File: config.mk
export PLATFORM = sky130hd
export DESIGN_NAME = two_four_pulse_decoder
export DESIGN_NICKNAME = d
export VERILOG_FILES = /design/src/rtl/two_four_pkg.sv /design/src/rtl/two_four_pulse_decoder_hold_counter.sv /design/src/rtl/two_four_pulse_decoder.sv
export SDC_FILE = /design/constraint.sdc
export NUM_CORES = 1
export LEC_CHECK = 0
export BUFFER_PORTS_ARGS = -buffer_cell sky130_fd_sc_hd__buf_2
export CORE_ASPECT_RATIO = 0.9
export CORE_MARGIN = 3
export CORE_UTILIZATION = 24
export DETAILED_ROUTE_END_ITERATION = 16
export PLACE_DENSITY = 0.51
export SYNTH_ARGS = -nofsm -noshare
export SYNTH_HDL_FRONTEND = slang
export SYNTH_SLANG_ARGS = --single-unit
File: constraint.sdc
create_clock -name clk -period 2.14 [get_ports clk]
set_input_delay 0.428 -clock clk [delete_from_list [all_inputs] [get_ports clk]]
set_output_delay 0.428 -clock clk [all_outputs]
set_load 0.02 [all_outputs]
File: src/rtl/two_four_pkg.sv
// Shared types and helpers for the 2:4 pulse decoder.
package two_four_pkg;

    typedef enum logic [1:0] {
        ST_IDLE  = 2'd0,
        ST_DRIVE = 2'd1,
        ST_GAP   = 2'd2
    } state_t;

    localparam logic [3:0] W_IDLE = 4'b0000;

    // 2-bit code to one-hot select line
    function automatic logic [3:0] decode_onehot(input logic [1:0] code);
        logic [3:0] oh;
        oh = 4'b0000;
        oh[code] = 1'b1;
        return oh;
    endfunction

endpackage

File: src/rtl/two_four_pulse_decoder_hold_counter.sv
// Loadable down-counter timing the length of a decoded pulse.
// Saturates at zero so a stale decrement can never wrap around.
module hold_counter #(
    parameter int HOLD_W = 8
) (
    input  logic              clk,
    input  logic              rst,
    input  logic              load,
    input  logic [HOLD_W-1:0] load_val,
    input  logic              dec,
    output logic              last
);

    localparam logic [HOLD_W-1:0] ONE = {{(HOLD_W-1){1'b0}}, 1'b1};

    logic [HOLD_W-1:0] count;

    // load has priority over decrement; hold at zero
    always_ff @(posedge clk) begin
        if (rst) begin
            count <= '0;
        end else if (load) begin
            count <= load_val;
        end else if (dec && (count != '0)) begin
            count <= count - ONE;
        end
    end

    assign last = (count == ONE);

endmodule

File: src/rtl/two_four_pulse_decoder.sv
// Registered 2:4 decoder emitting a timed one-hot pulse with a
// break-before-make gap, plus an optional auto-scan of all four lines.
//
// state    | meaning
// ---------+--------------------------------------------------------
// ST_IDLE  | W = 0000, ready for a code or a scan step
// ST_DRIVE | W = one-hot of latched code, counter running down
// ST_GAP   | W = 0000, done pulse, scan index advances if scanning
module two_four_pulse_decoder
    import two_four_pkg::*;
#(
    parameter int HOLD_W = 8
) (
    input  logic              clk,
    input  logic              rst,
    input  logic              en,
    input  logic              in_valid,
    output logic              in_ready,
    input  logic [1:0]        Y,
    input  logic [HOLD_W-1:0] hold,
    input  logic              scan,
    output logic [3:0]        W,
    output logic              zero,
    output logic              done
);

    localparam logic [HOLD_W-1:0] HOLD_ONE = {{(HOLD_W-1){1'b0}}, 1'b1};

    state_t            state_q;
    logic [1:0]        code_q;
    logic [1:0]        scan_idx;
    logic              from_scan;
    logic [HOLD_W-1:0] hold_eff;
    logic              accept;
    logic              scan_start;
    logic              start;
    logic [1:0]        start_code;
    logic              ctr_dec;
    logic              ctr_last;

    // a zero hold still produces a one-cycle pulse
    assign hold_eff   = (hold == '0) ? HOLD_ONE : hold;

    assign in_ready   = en && !rst && (state_q == ST_IDLE);
    assign accept     = in_valid && in_ready;
    // an offered code always wins over the scan sequencer
    assign scan_start = (state_q == ST_IDLE) && !accept && scan && en && !rst;
    assign start      = accept || scan_start;
    assign start_code = accept ? Y : scan_idx;
    assign ctr_dec    = en && (state_q == ST_DRIVE);

    hold_counter #(
        .HOLD_W (HOLD_W)
    ) u_hold_counter (
        .clk      (clk),
        .rst      (rst),
        .load     (start),
        .load_val (hold_eff),
        .dec      (ctr_dec),
        .last     (ctr_last)
    );

    // sequencing FSM with registered W / zero / done
    always_ff @(posedge clk) begin
        if (rst) begin
            state_q   <= ST_IDLE;
            code_q    <= 2'b00;
            scan_idx  <= 2'b00;
            from_scan <= 1'b0;
            W         <= W_IDLE;
            zero      <= 1'b1;
            done      <= 1'b0;
        end else if (!en) begin
            // abort: drop the line at once, no done, scan position kept
            state_q <= ST_IDLE;
            W       <= W_IDLE;
            zero    <= 1'b1;
            done    <= 1'b0;
        end else begin
            case (state_q)
                ST_IDLE: begin
                    done <= 1'b0;
                    if (start) begin
                        state_q   <= ST_DRIVE;
                        code_q    <= start_code;
                        from_scan <= scan_start;
                        W         <= decode_onehot(start_code);
                        zero      <= 1'b0;
                    end else begin
                        W    <= W_IDLE;
                        zero <= 1'b1;
                    end
                end
                ST_DRIVE: begin
                    if (ctr_last) begin
                        state_q <= ST_GAP;
                        W       <= W_IDLE;
                        zero    <= 1'b1;
                        done    <= 1'b1;
                    end else begin
                        W    <= decode_onehot(code_q);
                        zero <= 1'b0;
                        done <= 1'b0;
                    end
                end
                ST_GAP: begin
                    state_q <= ST_IDLE;
                    W       <= W_IDLE;
                    zero    <= 1'b1;
                    done    <= 1'b0;
                    if (from_scan) begin
                        scan_idx <= scan_idx + 2'd1;
                    end
                end
                default: begin
                    state_q <= ST_IDLE;
                    W       <= W_IDLE;
                    zero    <= 1'b1;
                    done    <= 1'b0;
                end
            endcase
        end
    end

endmodule

== Yosys cells after proc, flatten, opt, wreduce, memory -nomap -nowiden ==
Index checks and enable logic that the tools add are counted.
W data, S select, Z words.

* $add $sub $neg: 2
* $lt $le $gt $ge: 4
* Equality and inequality tests: 5
* Mux-type cells: 17
* Bitwise operators: 2
* Reductions and logical operators: 23

{| class="wikitable"
|+ Operator list
! operator !! number
|-
| $mux W8 || 3
|-
| $logic_and A1 B1 Y1 || 11
|-
| $eq A8 B1 Y1 const B || 1
|-
| $logic_not A8 Y1 || 1
|-
| $mux W4 || 2
|-
| $pmux W4 S2 || 1
|-
| $reduce_bool A8 Y1 || 1
|-
| $sub A8 B1 Y8 const B || 1
|-
| $lt A2 B3 Y1 const B || 2
|-
| $mux W2 || 3
|-
| $reduce_and A3 Y1 || 2
|-
| $demux W1 S2 || 2
|-
| $ge A2 B1 Y1 const B || 2
|-
| $mux W1 || 4
|-
| $ne A2 B2 Y1 const B || 2
|-
| $pmux W2 S2 || 1
|-
| $reduce_or A3 Y1 || 1
|-
| $add A2 B1 Y2 const B || 1
|-
| $eq A2 B1 Y1 const B || 1
|-
| $eq A2 B2 Y1 const B || 1
|-
| $logic_not A1 Y1 || 2
|-
| $logic_not A2 Y1 || 1
|-
| $not A1 Y1 || 2
|-
| $pmux W1 S2 || 1
|-
| other kinds (4) || 4
|}

* Flip-flop bits (word level): 21
* Logic and storage cells: 61

== Longest topological paths before layout ==
* Word-level depth: 12
* Gate-level depth with buffers: 6

== Hierarchy ==
A second synthesis with hierarchy kept.

* Cells, all modules: 133
* Area total of the unflattened synthesis: 1,182.4 um2

{| class="wikitable"
|+ Modules (own cells, without submodules)
! module !! instances !! cells an instance !! area an instance (um2) !! sequential area each (um2)
|-
| two_four_pulse_decoder || 1 || 74 || 658.1 || 260.2
|-
| hold_counter || 1 || 59 || 524.3 || 160.2
|}

== Worst setup path before layout ==
Ideal clock, no wire load.

* Path kind: input-to-reg
* Start point: in rst
* End point: reg W[3]
* Data arrival time: 1,639 ps
* Data required time: 2,023 ps
* Setup slack: 383 ps
* Stages on the path: 5
* Cells stage by stage: buf_6 nor4b_4 nand2_2 mux2_4 o2bb2ai_1

* Longest elaborated chain between the ends: 12
* Elaborated cells between the ends (all ways): 19

{| class="wikitable"
|+ RTL lines
! item !! RTL line !! RTL
|-
| start: declaration || two_four_pulse_decoder.sv:15 || <nowiki>input logic rst,</nowiki>
|-
| $logic_not A1 Y1 (*) || two_four_pulse_decoder.sv:44 || <nowiki>assign in_ready = en && !rst && (state_q == ST_IDLE);</nowiki>
|-
| $logic_and A1 B1 Y1 (*) (2 in series) || two_four_pulse_decoder.sv:44 ||
|-
| named net in_ready || two_four_pulse_decoder.sv:18 || <nowiki>output logic in_ready,</nowiki>
|-
| $logic_and A1 B1 Y1 (*) || two_four_pulse_decoder.sv:45 || <nowiki>assign accept = in_valid && in_ready;</nowiki>
|-
| parallel branches: the longest is 6 deep, another holds $lt A2 B3 Y1 || - ||
|-
| $mux W4 (*) || two_four_pulse_decoder.sv:83 || <nowiki>if (start) begin</nowiki>
|-
| $pmux W4 S2 (*) || two_four_pulse_decoder.sv:80 || <nowiki>case (state_q)</nowiki>
|-
| end signal: assignment || two_four_pulse_decoder.sv:87 || <nowiki>W <= decode_onehot(start_code);</nowiki>
|-
| end signal: assignment || two_four_pulse_decoder.sv:101 || <nowiki>W <= decode_onehot(code_q);</nowiki>
|-
| end: declaration || two_four_pulse_decoder.sv:22 || <nowiki>output logic [3:0] W,</nowiki>
|}

Mark *: on every way through the listed nets, which the timed path passes.
A chain may end at the register's enable or synchronous reset.

== Worst setup path in the final report ==
* Start point: reg state_q[1]
* End point: out in_ready

* Longest elaborated chain between the ends: 2

{| class="wikitable"
|+ RTL lines
! item !! RTL line !! RTL
|-
| start: declaration || two_four_pulse_decoder.sv:29 || <nowiki>state_t state_q;</nowiki>
|-
| start signal: assignment || two_four_pulse_decoder.sv:66 || <nowiki>state_q <= ST_IDLE;</nowiki>
|-
| start signal: assignment || two_four_pulse_decoder.sv:75 || <nowiki>state_q <= ST_IDLE;</nowiki>
|-
| start signal: assignment || two_four_pulse_decoder.sv:84 || <nowiki>state_q <= ST_DRIVE;</nowiki>
|-
| $logic_not A2 Y1 || two_four_pulse_decoder.sv:44 ||
|-
| $logic_and A1 B1 Y1 || two_four_pulse_decoder.sv:44 ||
|-
| end: declaration || two_four_pulse_decoder.sv:18 ||
|}

Every way passes these cells.

==> out/results.txt <==
The die is 75.9 um wide. Setup total negative slack on the finished layout was measured at 0 ps. The tool flagged a number of max-cap violations equal to 0.

For this run, asynchronously set or reset flops after synthesis account for 0%. For this design, the CTS-stage hold fixing added 0 buffers. Setup violations remaining at the end of the flow were counted as 0. Synthesis instantiated 40 different standard cells from the library. The worst path needs 1800 ps of the cycle, external delays included. Ranked by total cell area, the synthesized netlist is headed by sky130_fd_sc_hd__dfxtp_1, sky130_fd_sc_hd__nand3_1, sky130_fd_sc_hd__a21oi_1, sky130_fd_sc_hd__nor2_1, sky130_fd_sc_hd__mux2i_1. Data arrives at the worst endpoint at 1370 ps.

In this run the post-CTS setup repair buffer count came out at 0. The tools report the total count of max-transition violations in the final report as 0. In this run the critical register-to-register path is captured at u_hold_counter.count[6]$_SDFFE_PP0P_.

The initial utilization of the core area, before any placement, comes to 25.4%. The tools report the largest clock skew in the final design as 3.22 ps. In this run the tool buffered the top-level ports with 21 buffer cells. The antenna violation net count after detailed routing was 0. Once detailed placement completed, the half-perimeter wirelength came to 1880 um. After clock tree synthesis, the clock-pin slew on the worst setup and hold paths is 80 ps. For the number of global-route vias before repair, the log shows 870. Summed over all instances, the cell type with the most area after synthesis is sky130_fd_sc_hd__dfxtp_1. Counting instances in the post-synthesis netlist gives the leading cell types as sky130_fd_sc_hd__dfxtp_1, sky130_fd_sc_hd__nand3_1, sky130_fd_sc_hd__nor2_1.

Hold timing on the final database bottoms out at a slack of 429 ps. The worst supply voltage drop on vdd is 273 uV, and the vias per cell is 4.77. The number of clock buffers added by TritonCTS is 3. The tools report the core outline area as 4160 um2. Of all nets on the critical path, the largest fanout is 8. After floorplanning, the core was divided into 22 placement rows. The global-route wire length before repair was 4110 um. Flip-flop and latch count after synthesis: 21. The clock reaches the later pin of the worst-skew pair after 260 ps. In this run the power density over the cells is 673 nW/um2. The tools report the routing usage on met1 as 13.9%.

Mean cell area of the mapped netlist: 9.09 um2. After detailed routing, the number of remaining DRC violations is 0. Measured in cells, the most critical reg-to-reg path has a length of 6. The run gives 116 as the number of cells produced by synthesis.

For hold timing, the worst endpoint is u_hold_counter.count[4]$_SDFFE_PP0P_. Along the worst hold path, the cell count comes to 3. After synthesis the cells add up to 1050 um2. For the count of boundary I/O pins, the log shows 22. Yosys synthesis warning count: 0. The run gives 158 as the count of nets after finishing. The detail-routed net length per standard cell works out to 12.6 um. STA classifies the critical path endpoint as an output port. For met2 alone, demand over resource in global routing was 16.2%. The layout overhead on the synthesized area came out at 20.4%. The logs give 0 for the antenna diode instance count and 133 for the number of nets in the synthesized netlist. The fraction of the yosys area taken by sequential cells is 39.9%. The placer's final routability congestion estimate was 0.776; the static leakage power was 0.490 nW. Full die area: 5230 um2.

The run gives 21 as the number of sinks on the clock net. The tools report the master cell of the clock root buffer as sky130_fd_sc_hd__clkbuf_8. Detailed routing inserted a total of 954 vias. Once the clock tree was built, the resizer swapped 0 gates to a different size. Kind of start point of the critical path: a register.

The actual transition at the worst max-transition pin came out at 579 ps. TritonCTS built the clock tree. In the synthesized netlist the dominant register cell turns out to be sky130_fd_sc_hd__dfxtp_1. Dividing the final minimum period by the clock period gives 84.2%. Top-area cell type share of the netlist area: 39.9%.

The flow ran to the end, and the final reports show no timing, DRC or antenna violations. The number of antenna violations at the first check in global routing is 0, and the count of flip-flops with a built-in enable after synthesis is 0. In this run, the number of DRC markers left after iteration 0 of detailed routing was 38.

Yosys instantiated no cell more often than sky130_fd_sc_hd__dfxtp_1. Setup repair after global routing left no endpoint under its margin. The run gives 2 as the maximum buffer depth of the clock tree. The logs give 430 ps for the setup slack of the worst register-to-register path and 2530 um for the aggregate routed wire length.

The worst hold path belongs to the class input pin to register. For the final hold violation count, the log shows 0. Top achievable clock speed: 555 MHz.

The tools report the number of iterations in the first detailed-routing pass as 4. In this run the most used layer during global routing was met2. The tools report the maximum level of the CTS H-tree as 1.

The tools report the total grt overflow as 0. The critical path is of the register to output port type. In the final layout, the share of cells above drive strength 1 is 25.0%.

Global routing consumed, over all layers together, 10.5% of the routing resources. Entering global routing, the biggest net connects 17 pins. Global routing used 3.48% of the available met3 tracks. The tools report the data required time of the worst path as 1710 ps. The headroom to the max-slew limit was 61.0%. Startpoint of the worst hold path: hold[4]. In this run the critical register-to-register path is launched from u_hold_counter.count[0]$_SDFFE_PP0P_.

The die is 68.9 um tall.
-- power by group --
group	internal, mW	switching (mW)	leakage (nW)
clock	0.130	0.135	0.0255
sequential	0.410	0.0190	0.171
combinational	0.0690	0.0907	0.294
total	0.609	0.245	0.490
-- cell type report --
| class | instances | area, um2 |
|---|---|---|
| well taps | 60 | 75.1 |
| repair buffers | 23 | 120 |
| flip-flops and latches | 21 | 420 |
| multi-input cells | 86 | 586 |
| clock inverters | 1 | 5.00 |
| clock buffers | 3 | 41.3 |
| fillers | 451 | 2890 |
| inverters | 6 | 22.5 |
-- layout by cell type, fill, tap and decap left out, types with 4 or more instances in the layout --
master,n
sky130_fd_sc_hd__nor2_1,9
sky130_fd_sc_hd__buf_2,21
sky130_fd_sc_hd__o21ai_0,4
sky130_fd_sc_hd__inv_1,6
sky130_fd_sc_hd__dfxtp_1,21
sky130_fd_sc_hd__nand3_1,9
sky130_fd_sc_hd__nand2_1,6
sky130_fd_sc_hd__a21oi_1,7
sky130_fd_sc_hd__a31oi_1,4
-- stage by stage --
| step | worst slack, ps | util [%] | area [um2] | cells | total power, mW |
|---|---|---|---|---|---|
| after floorplan | 383 | - | 1050 | 116 | 0.543 |
| after global placement | 459 | 29.4 | 1220 | 196 | 0.594 |
| after detailed placement | 432 | 29.4 | 1220 | 196 | 0.597 |
| after CTS | 336 | 30.6 | 1270 | 200 | 0.867 |
| after global routing | 256 | 30.6 | 1270 | 200 | 0.910 |
| final | 338 | 30.6 | 1270 | 200 | 0.854 |
-- routing by layer --
metal / share of wire [%] / up-vias
met3: 7.7 / 0
met5: 0 / -
met4: 0 / 0
met2: 46 / 32
li1: - / 480
met1: 46 / 442
-- kinds of logic (layout without fill, tap and decap cells) --
kind of cell	Yosys count	after routing	synth area share (%)
AND/OR/NAND/NOR	48	48	27.0
multiplexers	4	4	4.27
buffers and inverters	9	33	4.63
XOR/XNOR	2	2	1.66
adder cells (fa/ha/maj)	2	2	2.37
AO/OA/AOI/OAI	30	30	20.2
flip-flops	21	21	39.9
-- flip-flops by register name, summed over array words and instances (netlist names) --
| register | flops |
|---|---|
| scan_idx | 2 |
| done | 1 |
| u_hold_counter.count | 8 |
| code_q | 2 |
| W | 4 |
| state_q | 2 |
| from_scan | 1 |
| zero | 1 |
-- worst max-delay path: stages, from the launching register on --
cell	delay, ps
sky130_fd_sc_hd__dfxtp_1	350
sky130_fd_sc_hd__nor4b_4	500
sky130_fd_sc_hd__buf_2	260
-- worst max path at each step --
stage                                           endpoint  cells past startpoint  slack, ps               startpoint
finish                                          in_ready                      2        340  state_q[1]$_SDFFE_PP0P_
CTS                                             in_ready                      2        340  state_q[1]$_SDFFE_PP0P_
global placement    u_hold_counter.count[6]$_SDFFE_PP0P_                      5        460                      rst
global route                                    in_ready                      2        260  state_q[1]$_SDFFE_PP0P_
floorplan                                W[3]$_SDFF_PP0_                      5        380                      rst
detailed placement  u_hold_counter.count[0]$_SDFFE_PP0P_                      5        430                      rst
No activity file was read; power rests on OpenSTA's default activity.
